--- config.mk ---
export PLATFORM = sky130hd
export DESIGN_NAME = cache_miss_arb_flat
export DESIGN_NICKNAME = d
export VERILOG_FILES = /design/src/rtl/cache_miss_arb_pkg.sv /design/src/rtl/cache_miss_arb_if.sv /design/src/rtl/cache_miss_arb_rr_arb2.sv /design/src/rtl/cache_miss_arb.sv /design/src/flat_wrapper.sv
export SDC_FILE = /design/constraint.sdc
export NUM_CORES = 1
export LEC_CHECK = 0
export BUFFER_PORTS_ARGS = -buffer_cell sky130_fd_sc_hd__buf_2
export CAP_MARGIN = 20
export CORE_AREA = 2 2 106 108
export DETAILED_ROUTE_END_ITERATION = 16
export DIE_AREA = 0 0 108 110
export SLEW_MARGIN = 20
export SYNTH_ARGS = -nofsm -noshare
export SYNTH_HDL_FRONTEND = slang
export SYNTH_HIERARCHICAL = 1
export SYNTH_SLANG_ARGS = --single-unit
--- constraint.sdc ---
create_clock -name clk -period 1.7 [get_ports clk]
set_clock_uncertainty 0.1 [all_clocks]
set_input_delay 0.255 -clock clk [delete_from_list [all_inputs] [get_ports clk]]
set_output_delay 0.255 -clock clk [all_outputs]
set_load 0.05 [all_outputs]
--- src/rtl/cache_miss_arb_pkg.sv ---
// ============================================================================
// Module  : cache_pkg
// Purpose : Shared types and constants for the cache miss/writeback arbiter.
// Revision: 1.0 - initial release
// ============================================================================
`default_nettype none

package cache_pkg;

    localparam int unsigned c_line_words = 8;
    localparam int unsigned c_idx_w      = $clog2(c_line_words);

    typedef enum logic [2:0] {
        IDLE   = 3'd0,
        I_FILL = 3'd1,
        D_WB   = 3'd2,
        D_FILL = 3'd3,
        DONE   = 3'd4
    } arb_state_t;

    // Line base: clear the word-index and byte-offset bits of a byte address.
    function automatic logic [31:0] line_base(input logic [31:0] addr,
                                              input int unsigned words);
        logic [31:0] mask;
        mask = (words << 2) - 32'd1;
        return addr & ~mask;
    endfunction

endpackage

`default_nettype wire

--- src/rtl/cache_miss_arb_if.sv ---
// ============================================================================
// Module  : cache_miss_arb_if
// Purpose : Cache-pair and DMA-port signal bundle for cache_miss_arb.
// Revision: 1.0 - initial release
// ============================================================================
`default_nettype none

interface cache_miss_arb_if
    import cache_pkg::*;
#(
    parameter int unsigned LINE_WORDS = c_line_words
);
    localparam int unsigned c_if_idx_w = $clog2(LINE_WORDS);

    // I-cache side
    logic                  i_req;
    logic [31:0]           i_addr;
    logic                  i_done;
    logic                  i_fault;
    // D-cache side
    logic                  d_req;
    logic                  d_wb;
    logic [31:0]           d_wb_addr;
    logic [31:0]           d_addr;
    logic [c_if_idx_w-1:0] d_wb_idx;
    logic [31:0]           d_wb_data;
    logic                  d_done;
    logic                  d_fault;
    // Refill return path
    logic [31:0]           fill_data;
    logic [c_if_idx_w-1:0] fill_idx;
    logic                  i_fill_we;
    logic                  d_fill_we;
    // DMA port
    logic                  dma_req;
    logic                  dma_we;
    logic [31:0]           dma_addr;
    logic [31:0]           dma_wdata;
    logic                  dma_ack;
    logic [31:0]           dma_rdata;

    modport master (
        input  i_req, i_addr, d_req, d_wb, d_wb_addr, d_addr, d_wb_data,
               dma_ack, dma_rdata,
        output i_done, i_fault, d_wb_idx, d_done, d_fault,
               fill_data, fill_idx, i_fill_we, d_fill_we,
               dma_req, dma_we, dma_addr, dma_wdata
    );

    modport slave (
        output i_req, i_addr, d_req, d_wb, d_wb_addr, d_addr, d_wb_data,
               dma_ack, dma_rdata,
        input  i_done, i_fault, d_wb_idx, d_done, d_fault,
               fill_data, fill_idx, i_fill_we, d_fill_we,
               dma_req, dma_we, dma_addr, dma_wdata
    );

endinterface

`default_nettype wire

--- src/rtl/cache_miss_arb_rr_arb2.sv ---
// ============================================================================
// Module  : rr_arb2
// Purpose : Two-input round-robin picker (bit 0 = I, bit 1 = D) holding last_d.
// Revision: 1.0 - initial release
// ============================================================================
`default_nettype none

module rr_arb2
    import cache_pkg::*;
(
    input  wire logic       clk,
    input  wire logic       rst,
    input  wire logic [1:0] reqs,
    input  wire logic       upd,
    input  wire logic       upd_d,
    output logic      [1:0] grant
);

    logic r_last_d;

    // Reset to 1 so the I side wins the very first tie.
    always_ff @(posedge clk) begin
        if (rst) begin
            r_last_d <= 1'b1;
        end else if (upd) begin
            r_last_d <= upd_d;
        end
    end

    always_comb begin
        grant = 2'b00;
        case (reqs)
            2'b01:   grant = 2'b01;
            2'b10:   grant = 2'b10;
            2'b11:   grant = r_last_d ? 2'b01 : 2'b10;
            default: grant = 2'b00;
        endcase
    end

endmodule

`default_nettype wire

--- src/rtl/cache_miss_arb.sv ---
// ============================================================================
// Module  : cache_miss_arb
// Purpose : Serialises I/D line refills and D victim writebacks onto one
//           beat-oriented DMA port. Optional address segment check is enabled
//           by defining CACHE_ARB_SEGCHK_EN.
// Revision: 1.0 - initial release
// ============================================================================
`default_nettype none

module cache_miss_arb
    import cache_pkg::*;
#(
    parameter int unsigned LINE_WORDS = c_line_words,
    parameter logic [31:0] MEM_TOP    = 32'h1000_0000
)(
    input  wire logic         clk,
    input  wire logic         rst,
    cache_miss_arb_if.master  bus
);

    localparam int unsigned c_idx_w = $clog2(LINE_WORDS);

    arb_state_t          r_state;
    arb_state_t          w_state_nxt;
    logic [c_idx_w-1:0]  r_beat;
    logic [c_idx_w-1:0]  w_beat_nxt;
    logic                r_owner_d;
    logic                w_owner_d_nxt;
    logic                r_fault;
    logic                w_fault_nxt;
    logic [1:0]          w_grant;
    logic                w_last_beat;
    logic                w_i_bad;
    logic                w_d_bad;
    logic [31:0]         w_base;

    rr_arb2 u_rr_arb2 (
        .clk   (clk),
        .rst   (rst),
        .reqs  ({bus.d_req, bus.i_req}),
        .upd   (r_state == DONE),
        .upd_d (r_owner_d),
        .grant (w_grant)
    );

`ifdef CACHE_ARB_SEGCHK_EN
    // A D transaction faults as a whole if either of its lines is out of range.
    assign w_i_bad = (bus.i_addr >= MEM_TOP);
    assign w_d_bad = (bus.d_addr >= MEM_TOP) ||
                     (bus.d_wb && (bus.d_wb_addr >= MEM_TOP));
`else
    logic w_unused_mem_top;
    assign w_unused_mem_top = ^MEM_TOP;
    assign w_i_bad          = 1'b0;
    assign w_d_bad          = 1'b0;
`endif

    assign w_last_beat = bus.dma_ack && (r_beat == c_idx_w'(LINE_WORDS - 1));

    always_ff @(posedge clk) begin
        if (rst) begin
            r_state   <= IDLE;
            r_beat    <= '0;
            r_owner_d <= 1'b0;
            r_fault   <= 1'b0;
        end else begin
            r_state   <= w_state_nxt;
            r_beat    <= w_beat_nxt;
            r_owner_d <= w_owner_d_nxt;
            r_fault   <= w_fault_nxt;
        end
    end

    always_comb begin
        w_state_nxt   = r_state;
        w_beat_nxt    = r_beat;
        w_owner_d_nxt = r_owner_d;
        w_fault_nxt   = r_fault;
        w_base        = '0;
        bus.i_done    = 1'b0;
        bus.i_fault   = 1'b0;
        bus.d_done    = 1'b0;
        bus.d_fault   = 1'b0;
        bus.d_wb_idx  = '0;
        bus.fill_data = '0;
        bus.fill_idx  = '0;
        bus.i_fill_we = 1'b0;
        bus.d_fill_we = 1'b0;
        bus.dma_req   = 1'b0;
        bus.dma_we    = 1'b0;
        bus.dma_addr  = '0;
        bus.dma_wdata = '0;

        case (r_state)
            IDLE: begin
                w_beat_nxt  = '0;
                w_fault_nxt = 1'b0;
                if (w_grant[0]) begin
                    w_owner_d_nxt = 1'b0;
                    if (w_i_bad) begin
                        w_fault_nxt = 1'b1;
                        w_state_nxt = DONE;
                    end else begin
                        w_state_nxt = I_FILL;
                    end
                end else if (w_grant[1]) begin
                    w_owner_d_nxt = 1'b1;
                    if (w_d_bad) begin
                        w_fault_nxt = 1'b1;
                        w_state_nxt = DONE;
                    end else if (bus.d_wb) begin
                        w_state_nxt = D_WB;
                    end else begin
                        w_state_nxt = D_FILL;
                    end
                end
            end

            I_FILL: begin
                w_base        = line_base(bus.i_addr, LINE_WORDS);
                bus.dma_req   = 1'b1;
                bus.dma_addr  = w_base + 32'({r_beat, 2'b00});
                if (bus.dma_ack) begin
                    bus.fill_data = bus.dma_rdata;
                    bus.fill_idx  = r_beat;
                    bus.i_fill_we = 1'b1;
                    w_beat_nxt    = r_beat + c_idx_w'(1);
                end
                if (w_last_beat) begin
                    w_beat_nxt  = '0;
                    w_state_nxt = DONE;
                end
            end

            D_WB: begin
                w_base        = line_base(bus.d_wb_addr, LINE_WORDS);
                bus.dma_req   = 1'b1;
                bus.dma_we    = 1'b1;
                bus.dma_addr  = w_base + 32'({r_beat, 2'b00});
                bus.d_wb_idx  = r_beat;
                bus.dma_wdata = bus.d_wb_data;
                if (bus.dma_ack) begin
                    w_beat_nxt = r_beat + c_idx_w'(1);
                end
                // Victim fully written: refill immediately follows on the same grant.
                if (w_last_beat) begin
                    w_beat_nxt  = '0;
                    w_state_nxt = D_FILL;
                end
            end

            D_FILL: begin
                w_base        = line_base(bus.d_addr, LINE_WORDS);
                bus.dma_req   = 1'b1;
                bus.dma_addr  = w_base + 32'({r_beat, 2'b00});
                if (bus.dma_ack) begin
                    bus.fill_data = bus.dma_rdata;
                    bus.fill_idx  = r_beat;
                    bus.d_fill_we = 1'b1;
                    w_beat_nxt    = r_beat + c_idx_w'(1);
                end
                if (w_last_beat) begin
                    w_beat_nxt  = '0;
                    w_state_nxt = DONE;
                end
            end

            DONE: begin
                bus.i_done  = ~r_owner_d;
                bus.i_fault = ~r_owner_d & r_fault;
                bus.d_done  = r_owner_d;
                bus.d_fault = r_owner_d & r_fault;
                w_beat_nxt  = '0;
                w_state_nxt = IDLE;
            end

            default: begin
                w_beat_nxt  = '0;
                w_state_nxt = IDLE;
            end
        endcase
    end

endmodule

`default_nettype wire
--- src/flat_wrapper.sv ---
// flat-port wrapper written by rule: the top's interface ports become plain ports
module cache_miss_arb_flat import cache_pkg::*;
#(
    parameter int unsigned LINE_WORDS = c_line_words,
    parameter logic [31:0] MEM_TOP    = 32'h1000_0000
)
  (clk, rst, bus_i_req, bus_i_addr, bus_d_req, bus_d_wb, bus_d_wb_addr, bus_d_addr, bus_d_wb_data, bus_dma_ack, bus_dma_rdata, bus_i_done, bus_i_fault, bus_d_wb_idx, bus_d_done, bus_d_fault, bus_fill_data, bus_fill_idx, bus_i_fill_we, bus_d_fill_we, bus_dma_req, bus_dma_we, bus_dma_addr, bus_dma_wdata);
  cache_miss_arb_if #(.LINE_WORDS(LINE_WORDS)) bus_i ();
  input  wire logic clk;
  input  wire logic rst;
  input wire logic [$bits(bus_i.i_req)-1:0] bus_i_req;
  input wire logic [$bits(bus_i.i_addr)-1:0] bus_i_addr;
  input wire logic [$bits(bus_i.d_req)-1:0] bus_d_req;
  input wire logic [$bits(bus_i.d_wb)-1:0] bus_d_wb;
  input wire logic [$bits(bus_i.d_wb_addr)-1:0] bus_d_wb_addr;
  input wire logic [$bits(bus_i.d_addr)-1:0] bus_d_addr;
  input wire logic [$bits(bus_i.d_wb_data)-1:0] bus_d_wb_data;
  input wire logic [$bits(bus_i.dma_ack)-1:0] bus_dma_ack;
  input wire logic [$bits(bus_i.dma_rdata)-1:0] bus_dma_rdata;
  output wire logic [$bits(bus_i.i_done)-1:0] bus_i_done;
  output wire logic [$bits(bus_i.i_fault)-1:0] bus_i_fault;
  output wire logic [$bits(bus_i.d_wb_idx)-1:0] bus_d_wb_idx;
  output wire logic [$bits(bus_i.d_done)-1:0] bus_d_done;
  output wire logic [$bits(bus_i.d_fault)-1:0] bus_d_fault;
  output wire logic [$bits(bus_i.fill_data)-1:0] bus_fill_data;
  output wire logic [$bits(bus_i.fill_idx)-1:0] bus_fill_idx;
  output wire logic [$bits(bus_i.i_fill_we)-1:0] bus_i_fill_we;
  output wire logic [$bits(bus_i.d_fill_we)-1:0] bus_d_fill_we;
  output wire logic [$bits(bus_i.dma_req)-1:0] bus_dma_req;
  output wire logic [$bits(bus_i.dma_we)-1:0] bus_dma_we;
  output wire logic [$bits(bus_i.dma_addr)-1:0] bus_dma_addr;
  output wire logic [$bits(bus_i.dma_wdata)-1:0] bus_dma_wdata;
  assign bus_i.i_req = bus_i_req;
  assign bus_i.i_addr = bus_i_addr;
  assign bus_i.d_req = bus_d_req;
  assign bus_i.d_wb = bus_d_wb;
  assign bus_i.d_wb_addr = bus_d_wb_addr;
  assign bus_i.d_addr = bus_d_addr;
  assign bus_i.d_wb_data = bus_d_wb_data;
  assign bus_i.dma_ack = bus_dma_ack;
  assign bus_i.dma_rdata = bus_dma_rdata;
  assign bus_i_done = bus_i.i_done;
  assign bus_i_fault = bus_i.i_fault;
  assign bus_d_wb_idx = bus_i.d_wb_idx;
  assign bus_d_done = bus_i.d_done;
  assign bus_d_fault = bus_i.d_fault;
  assign bus_fill_data = bus_i.fill_data;
  assign bus_fill_idx = bus_i.fill_idx;
  assign bus_i_fill_we = bus_i.i_fill_we;
  assign bus_d_fill_we = bus_i.d_fill_we;
  assign bus_dma_req = bus_i.dma_req;
  assign bus_dma_we = bus_i.dma_we;
  assign bus_dma_addr = bus_i.dma_addr;
  assign bus_dma_wdata = bus_i.dma_wdata;
  cache_miss_arb #(.LINE_WORDS(LINE_WORDS), .MEM_TOP(MEM_TOP)) u_core (.clk(clk), .rst(rst), .bus(bus_i));
endmodule
==> results of run 1 <==
-- worst reg2reg max path, stage by stage (launching register included) --
cell and delay (ps):
dfxtp_4 340, buf_8 120, buf_4 160, buf_12 180, nor3_1 270, a21oi_1 100, a211oi_1 200
-- stage by stage --
step	hold WS (ps)	instance area [um^2]
3_5_place_dp	413.3	3314
2_1_floorplan	227.8	1907
4_1_cts	168.5	5046
5_1_grt	185.8	5248
3_3_place_gp	411.5	3314
6_report	176.1	5248
-- timing repair --
action                                  4_1_cts  5_1_grt
gates cloned                                 15        2
endpoints found under the setup margin      105      105
pin swaps                                    36       40
resized for setup                           379       63
buffers inserted                             18        8
-- power groups by stage --
stage | Combinational [mW] | Clock, mW | Sequential (mW)
2_1_floorplan | 0.669 | 0 | 0.204
6_report | 1.45 | 0.236 | 0.200
4_1_cts | 1.40 | 0.238 | 0.201
5_1_grt | 1.51 | 0.247 | 0.201
3_5_place_dp | 0.962 | 0 | 0.205
3_3_place_gp | 0.951 | 0 | 0.205
-- cells in the final DEF, fill, tap and decap left out, types with 2 or more instances in the layout --
cell type  instances
and2_1             2
clkbuf_16          2
buf_12            10
ha_1               2
conb_1             4
a22oi_2           27
buf_16             6
buf_6             28
and2b_4            3
buf_4             17
nor2_2             8
mux2_2            21
dfxtp_1            5
and2b_2            4
dfxtp_4            3
nor2b_4            2
inv_1              3
a21oi_1            2
and2_4            71
nand2_1            3
mux2_4             6
nor2_1             4
buf_8             86
nor2_4            22
buf_2            150
clkbuf_8           3
and2_2             2
mux2i_1            3
-- registers in the layout, summed over array words and instances, names as in the netlist --
name,count
u_core/r_owner_d,1
u_core/r_beat,3
u_core/u_rr_arb2/r_last_d,1
u_core/r_state,3
-- per-layer routing --
layer,wire (um),global-route usage
met1,4311,0.1952
met2,6337,0.3329
met3,702,0.02293
met4,216,0.04487
met5,0,0
-- final timing paths --
check             slack, ps                                     end  cells after the start                                   start
setup / recovery       -210                        bus_dma_addr[16]                      5          u_core/r_state[1]$_SDFFE_PP0P_
hold / removal          180          u_core/r_state[2]$_SDFFE_PP0P_                      2                                     rst
setup reg to reg        150           u_core/r_owner_d$_SDFFE_PP0P_                      6          u_core/r_state[2]$_SDFFE_PP0P_
hold reg to reg         430  u_core/u_rr_arb2/r_last_d$_SDFFE_PP1P_                      2  u_core/u_rr_arb2/r_last_d$_SDFFE_PP1P_
-- layout make-up --
cell class	count	area [um^2]	share of cell area
Timing Repair Buffer	300	2908	0.5541
Sequential cell	8	171.4	0.03267
Inverter	3	11.26	0.002146
Tap cell	140	175.2	0.03338
Clock buffer	3	41.29	0.007868
Multi-Input combinational cell	201	1941	0.3698
-- logic make-up (layout without fill, tap and decap cells) --
| kind of cell | Yosys count | after routing | share of synthesized area |
|---|---|---|---|
| AOI/OAI and AO/OA | 34 | 34 | 0.1577 |
| xor gates and xnor gates | 1 | 1 | 0.005159 |
| adders and majority gates | 2 | 2 | 0.01474 |
| buffers and inverters | 28 | 306 | 0.1172 |
| DFF | 8 | 8 | 0.09432 |
| muxes | 30 | 30 | 0.1968 |
| other | 1 | 4 | 0.002209 |
| and+or+nand+nor | 124 | 130 | 0.4119 |
==> results_dict.tcl, run 1 <==
set metrics [dict create \
    diodes 0 \
    drc 0 \
    peakVddDrop_v 0.0004507 \
    path_max_fanout 12 \
    syn2layout_area_growth_pct 209.1 \
    cp.arrival_ps 1560 \
    grt_overflow_total 0 \
    violations "setup timing" \
    path_cells "buf_12 -> mux2_2 -> a22oi_2 -> nor2_4 -> buf_8" \
    critPathCaptureType "output port" \
    slew_violations 0 \
    p_leak_nw 2.512 \
    total_power_mw 1.885 \
    stdcell_count 655 \
    postCtsHoldBufs 0 \
    crit_buf_inv 2 \
    clockBufferDepth 2 \
    seqPwrFrac 0.106 \
    setup_ws_ps -211.2 \
    drtIter0Drc 117 \
    dieArea_mm2 0.01188 \
    grt_pass1_vias 3033 \
    wl_per_cell_um 17.66 \
    grt_use_total 0.1711 \
    fillCellCount 920 \
    final_core_util 0.4905 \
    switching_power_mw 0.8570 \
    cp_top_family "flip-flops" \
    wl_mm 11.57 \
    max_freq_mhz 523.2 \
    clock_latency_ps 230 \
    dieHeight_um 110 \
    synth_area_per_cell_um2 7.447 \
    rsz0062_at_grt "yes" \
    async_flop_share 0 \
    cp.required_ps 1340 \
    p_comb_frac 0.769 \
    drv_cap 0 \
    chipWidth_um 108 \
    synth_area_mm2 0.001698 \
    post-route-min-period_ps 1911 \
    finalSetupViolations 103 \
    vias 2876 \
    fp.coreArea_mm2 0.01070 \
    synth_top_area_share 0.2763 \
    place.port_buffers 256 \
    swShare 0.4547 \
    finalSetupTns_ps -13310 \
    syn-instance-count 228 \
    ys_warn_count 6 \
    outcome "complete, but fails checks" \
    yosysTopAreaCell "and2_1" \
    place_congestion 0.7935 \
    synth_ff_type "dfxtp_1" \
    hold_viol_final 0 \
    synth_cell_type_count 33 \
    cts.root.buffer_cell "clkbuf_8" \
    critical_path_class "register to output port" \
    antenna_found_initial 0 \
    clk_pin_slew_worst_paths_ps 40 \
    final_nets 685 \
    synth_enable_flop_cells 0 \
    hpwl_mm 6.560 \
    pwr-share-clk 0.125 \
    worst_path_max_delay_cell "dfxtp_4" \
    grt_pass1_wl_mm 15.82 \
    vias_per_cell 4.391 \
    synth.area.top_cells "and2_1 (28%), mux2_2 (18%), a22oi_1 (11%), dfxtp_1 (9.4%), nor2_1 (7.3%)" \
    antenna_left 0 \
    numCtsBuffers 3 \
    min_path_type "input pin to register" \
    cts.htree.levels 1 \
    synth_common_cells "and2_1 (75), nor2_1 (33), mux2_2 (27)" \
    ys_seq_area_frac 0.09433 \
    num_rows 38 \
    grt_max_degree 25 \
    layout-drive-gt1-share 0.9262 \
    cts_tree "yes" \
    dr.pass1.iters 4 \
    intPower_mw 1.028 \
    ios 276 \
    power_density_mw_per_mm2 359.2 \
    place_ws_ps -88.20 \
    start_util 0.1587 \
    critPathLaunchType "register" \
    clkSinkCount 8 \
    period_share 1.124 \
    cpPeakStageDelay_ps 400 \
    ys_seq_elements 8 \
    synth_most_common_cell "and2_1" \
    dp.cells 616 \
]
No activity file was read; power rests on OpenSTA's default activity.
==> run 2: changes to the inputs <==
Settings changed: ABC_AREA set to 1, CORE_AREA 2 2 106 108 to 2 2 108 110, DIE_AREA 0 0 108 110 to 0 0 110 112.
==> results_dict.tcl, run 2 <==
set metrics [dict create \
    finalSetupViolations 65 \
    mostFrequentLayoutCells "buf_2 (189), nand2_1 (98), inv_1 (41)" \
    async_flop_share 0 \
    final_nets 780 \
    wl_mm 9.938 \
    cts.root.buffer_cell "clkbuf_16" \
    cp.arrival_ps 1440 \
    clkSinkCount 8 \
    ys_seq_elements 8 \
    crit_start "u_core/r_state[0]$_SDFFE_PP0P_" \
    grt_pass1_wl_mm 13.13 \
    yosysTopAreaCell "nand2_1" \
    ios 276 \
    grt_pass1_vias 2883 \
    num_rows 39 \
    worst-r2r-cell-count 6 \
    r2r_slack_ps 220 \
    grt_overflow_total 0 \
    vias_per_cell 4.024 \
    reg_top3 "u_core/r_beat: 3 flops, u_core/r_state: 3 flops" \
    ys_warn_count 6 \
    hpwl_mm 6.664 \
    drtIter0Drc 129 \
    start_util 0.1420 \
    stdcell_area_mm2 0.004622 \
    r2r-start "u_core/r_state[1]$_SDFFE_PP0P_" \
    place_congestion 0.7719 \
    outcome "complete, but fails checks" \
    path_cells "inv_4 -> nand2_4 -> nor2_4 -> buf_6 -> inv_8 -> buf_16 -> nor2_4 -> buf_8" \
    drc 0 \
    chipWidth_um 110 \
    synth_top_area_share 0.2934 \
    drv_cap 0 \
    critPathLaunchType "register" \
    slew_violations 0 \
    violations "setup timing" \
    peakVddDrop_v 0.001326 \
    min_path_type "input pin to register" \
    finalSetupTns_ps -4645 \
    fp.coreArea_mm2 0.01117 \
    crit_top_cell "nor2_4" \
    synth_enable_flop_cells 0 \
    vias 3034 \
    stdcell_count 754 \
    synth_most_common_cell "nand2_1" \
    dieHeight_um 112 \
    worst_path_max_delay_cell "dfxtp_4" \
    dpl_cell_area_mm2 0.003282 \
    power_density_mw_per_mm2 1917 \
    postCtsHoldBufs 0 \
    fillCellCount 1135 \
    grt_max_degree 35 \
    critPathCaptureType "output port" \
    dr.pass1.iters 4 \
    clk_pin_slew_worst_paths_ps 40 \
    ys_seq_area_frac 0.1009 \
    period_share 1.055 \
    synth_common_cells "nand2_1 (124), nor2_1 (90), inv_1 (44)" \
    final_core_util 0.4136 \
    syn-instance-count 342 \
    setup_ws_ps -94.21 \
    numCtsBuffers 3 \
    dp.cells 738 \
    max_freq_mhz 557.3 \
    antenna_found_initial 1 \
    wl_per_cell_um 13.18 \
    place.port_buffers 256 \
    clock_latency_ps 230 \
    p_leak_nw 2.593 \
    r2r_end "u_core/r_owner_d$_SDFFE_PP0P_" \
    critical_path_class "register to output port" \
    dieArea_mm2 0.01232 \
    antenna_left 0 \
    synth_ff_type "dfxtp_1" \
    syn2layout_area_growth_pct 191.3 \
    hold_viol_final 0 \
    post-route-min-period_ps 1794 \
    path_max_fanout 11 \
    synth_area_mm2 0.001587 \
    cpPeakStageDelay_ps 360 \
    layout_commonest_cell "buf_2" \
    cp-endpoint "bus_dma_wdata[23]" \
    synth_area_per_cell_um2 4.639 \
    place_ws_ps 7.157 \
    rsz0062_at_grt "yes" \
    cp.required_ps 1340 \
    clockBufferDepth 2 \
    synth_cell_type_count 24 \
    synth.area.top_cells "nand2_1 (29%), nor2_1 (21%), inv_1 (10%), nand3_1 (10%), dfxtp_1 (10%)" \
    layout-drive-gt1-share 0.6951 \
    grt_use_total 0.1341 \
    cts.htree.levels 1 \
    cts_tree "yes" \
]
-- run 2: cell count changes after synthesis, sizes merged, moves of 2 or more --
cell,delta
mux2,-27
inv,+44
a22oi,-27
clkbuf,-2
and3,-2
nand2,+121
nand3,+32
mux2i,-3
o21ai,+2
nor2b,-2
nor2,+60
and2,-75
buf,-2
-- run 2: timing repair --
item / 4_1_cts / 5_1_grt
buffers inserted: 5 / 1
gates resized for setup: 206 / 103
setup endpoints to repair: 69 / 70
pin swaps: 1 / 2
gates cloned: 3 / 3
-- run 2: report_power, final --
group          internal [mW]  leakage, nW  switching [mW]
registers              0.249       0.0665          0.0528
logic                   3.08         2.49            5.08
clock network          0.304       0.0370          0.0954
-- run 2: stage by stage --
step	hold WS (ps)	power (mW)
2_1_floorplan	234.3	4.449
3_3_place_gp	362.2	5.957
3_5_place_dp	369.7	5.955
4_1_cts	117.8	7.926
5_1_grt	123.7	9.258
6_report	120.7	8.861
-- run 2: worst min-delay path by stage --
stage | from | to | depth (start not counted)
2_1_floorplan | rst | u_core/r_state[2]$_SDFFE_PP0P_ | 1
6_report | rst | u_core/r_state[2]$_SDFFE_PP0P_ | 2
4_1_cts | rst | u_core/r_state[2]$_SDFFE_PP0P_ | 2
5_1_grt | rst | u_core/r_state[2]$_SDFFE_PP0P_ | 2
3_5_place_dp | rst | u_core/r_state[2]$_SDFFE_PP0P_ | 2
3_3_place_gp | u_core/u_rr_arb2/r_last_d$_SDFFE_PP1P_ | u_core/u_rr_arb2/r_last_d$_SDFFE_PP1P_ | 2
-- run 2: routing by layer --
layer,share of wire,GRT usage
met5,0,0
met4,0.011,0.03291
met3,0.080,0.01112
met2,0.53,0.2658
met1,0.38,0.1480
-- run 2: layout make-up --
class / count / area (um^2) / area share
multi-input combinational: 269 / 1770 / 0.3831
tap: 143 / 178.9 / 0.03871
antenna: 1 / 2.502 / 0.0005414
timing repair buffer: 283 / 2241 / 0.4848
inverter: 47 / 188.9 / 0.04088
clock buffer: 3 / 75.07 / 0.01624
sequential: 8 / 165.2 / 0.03573
-- run 2: logic make-up (layout without fill, tap and decap cells) --
family	Yosys count	after routing	share of synthesized area
AO/OA/AOI/OAI	8	8	0.02918
AND/OR/NAND/NOR	255	255	0.6546
adder cells (fa/ha/maj)	2	2	0.01577
other	1	5	0.002364
buffers and inverters	68	333	0.1972
flip-flops	8	8	0.1009
-- run 2: worst max-delay path, delay by kind of cell, from the launching register on --
kind                   cells  cell delay (ps)
DFF                        1              360
buffers and inverters      5              550
and+or+nand+nor            3              290
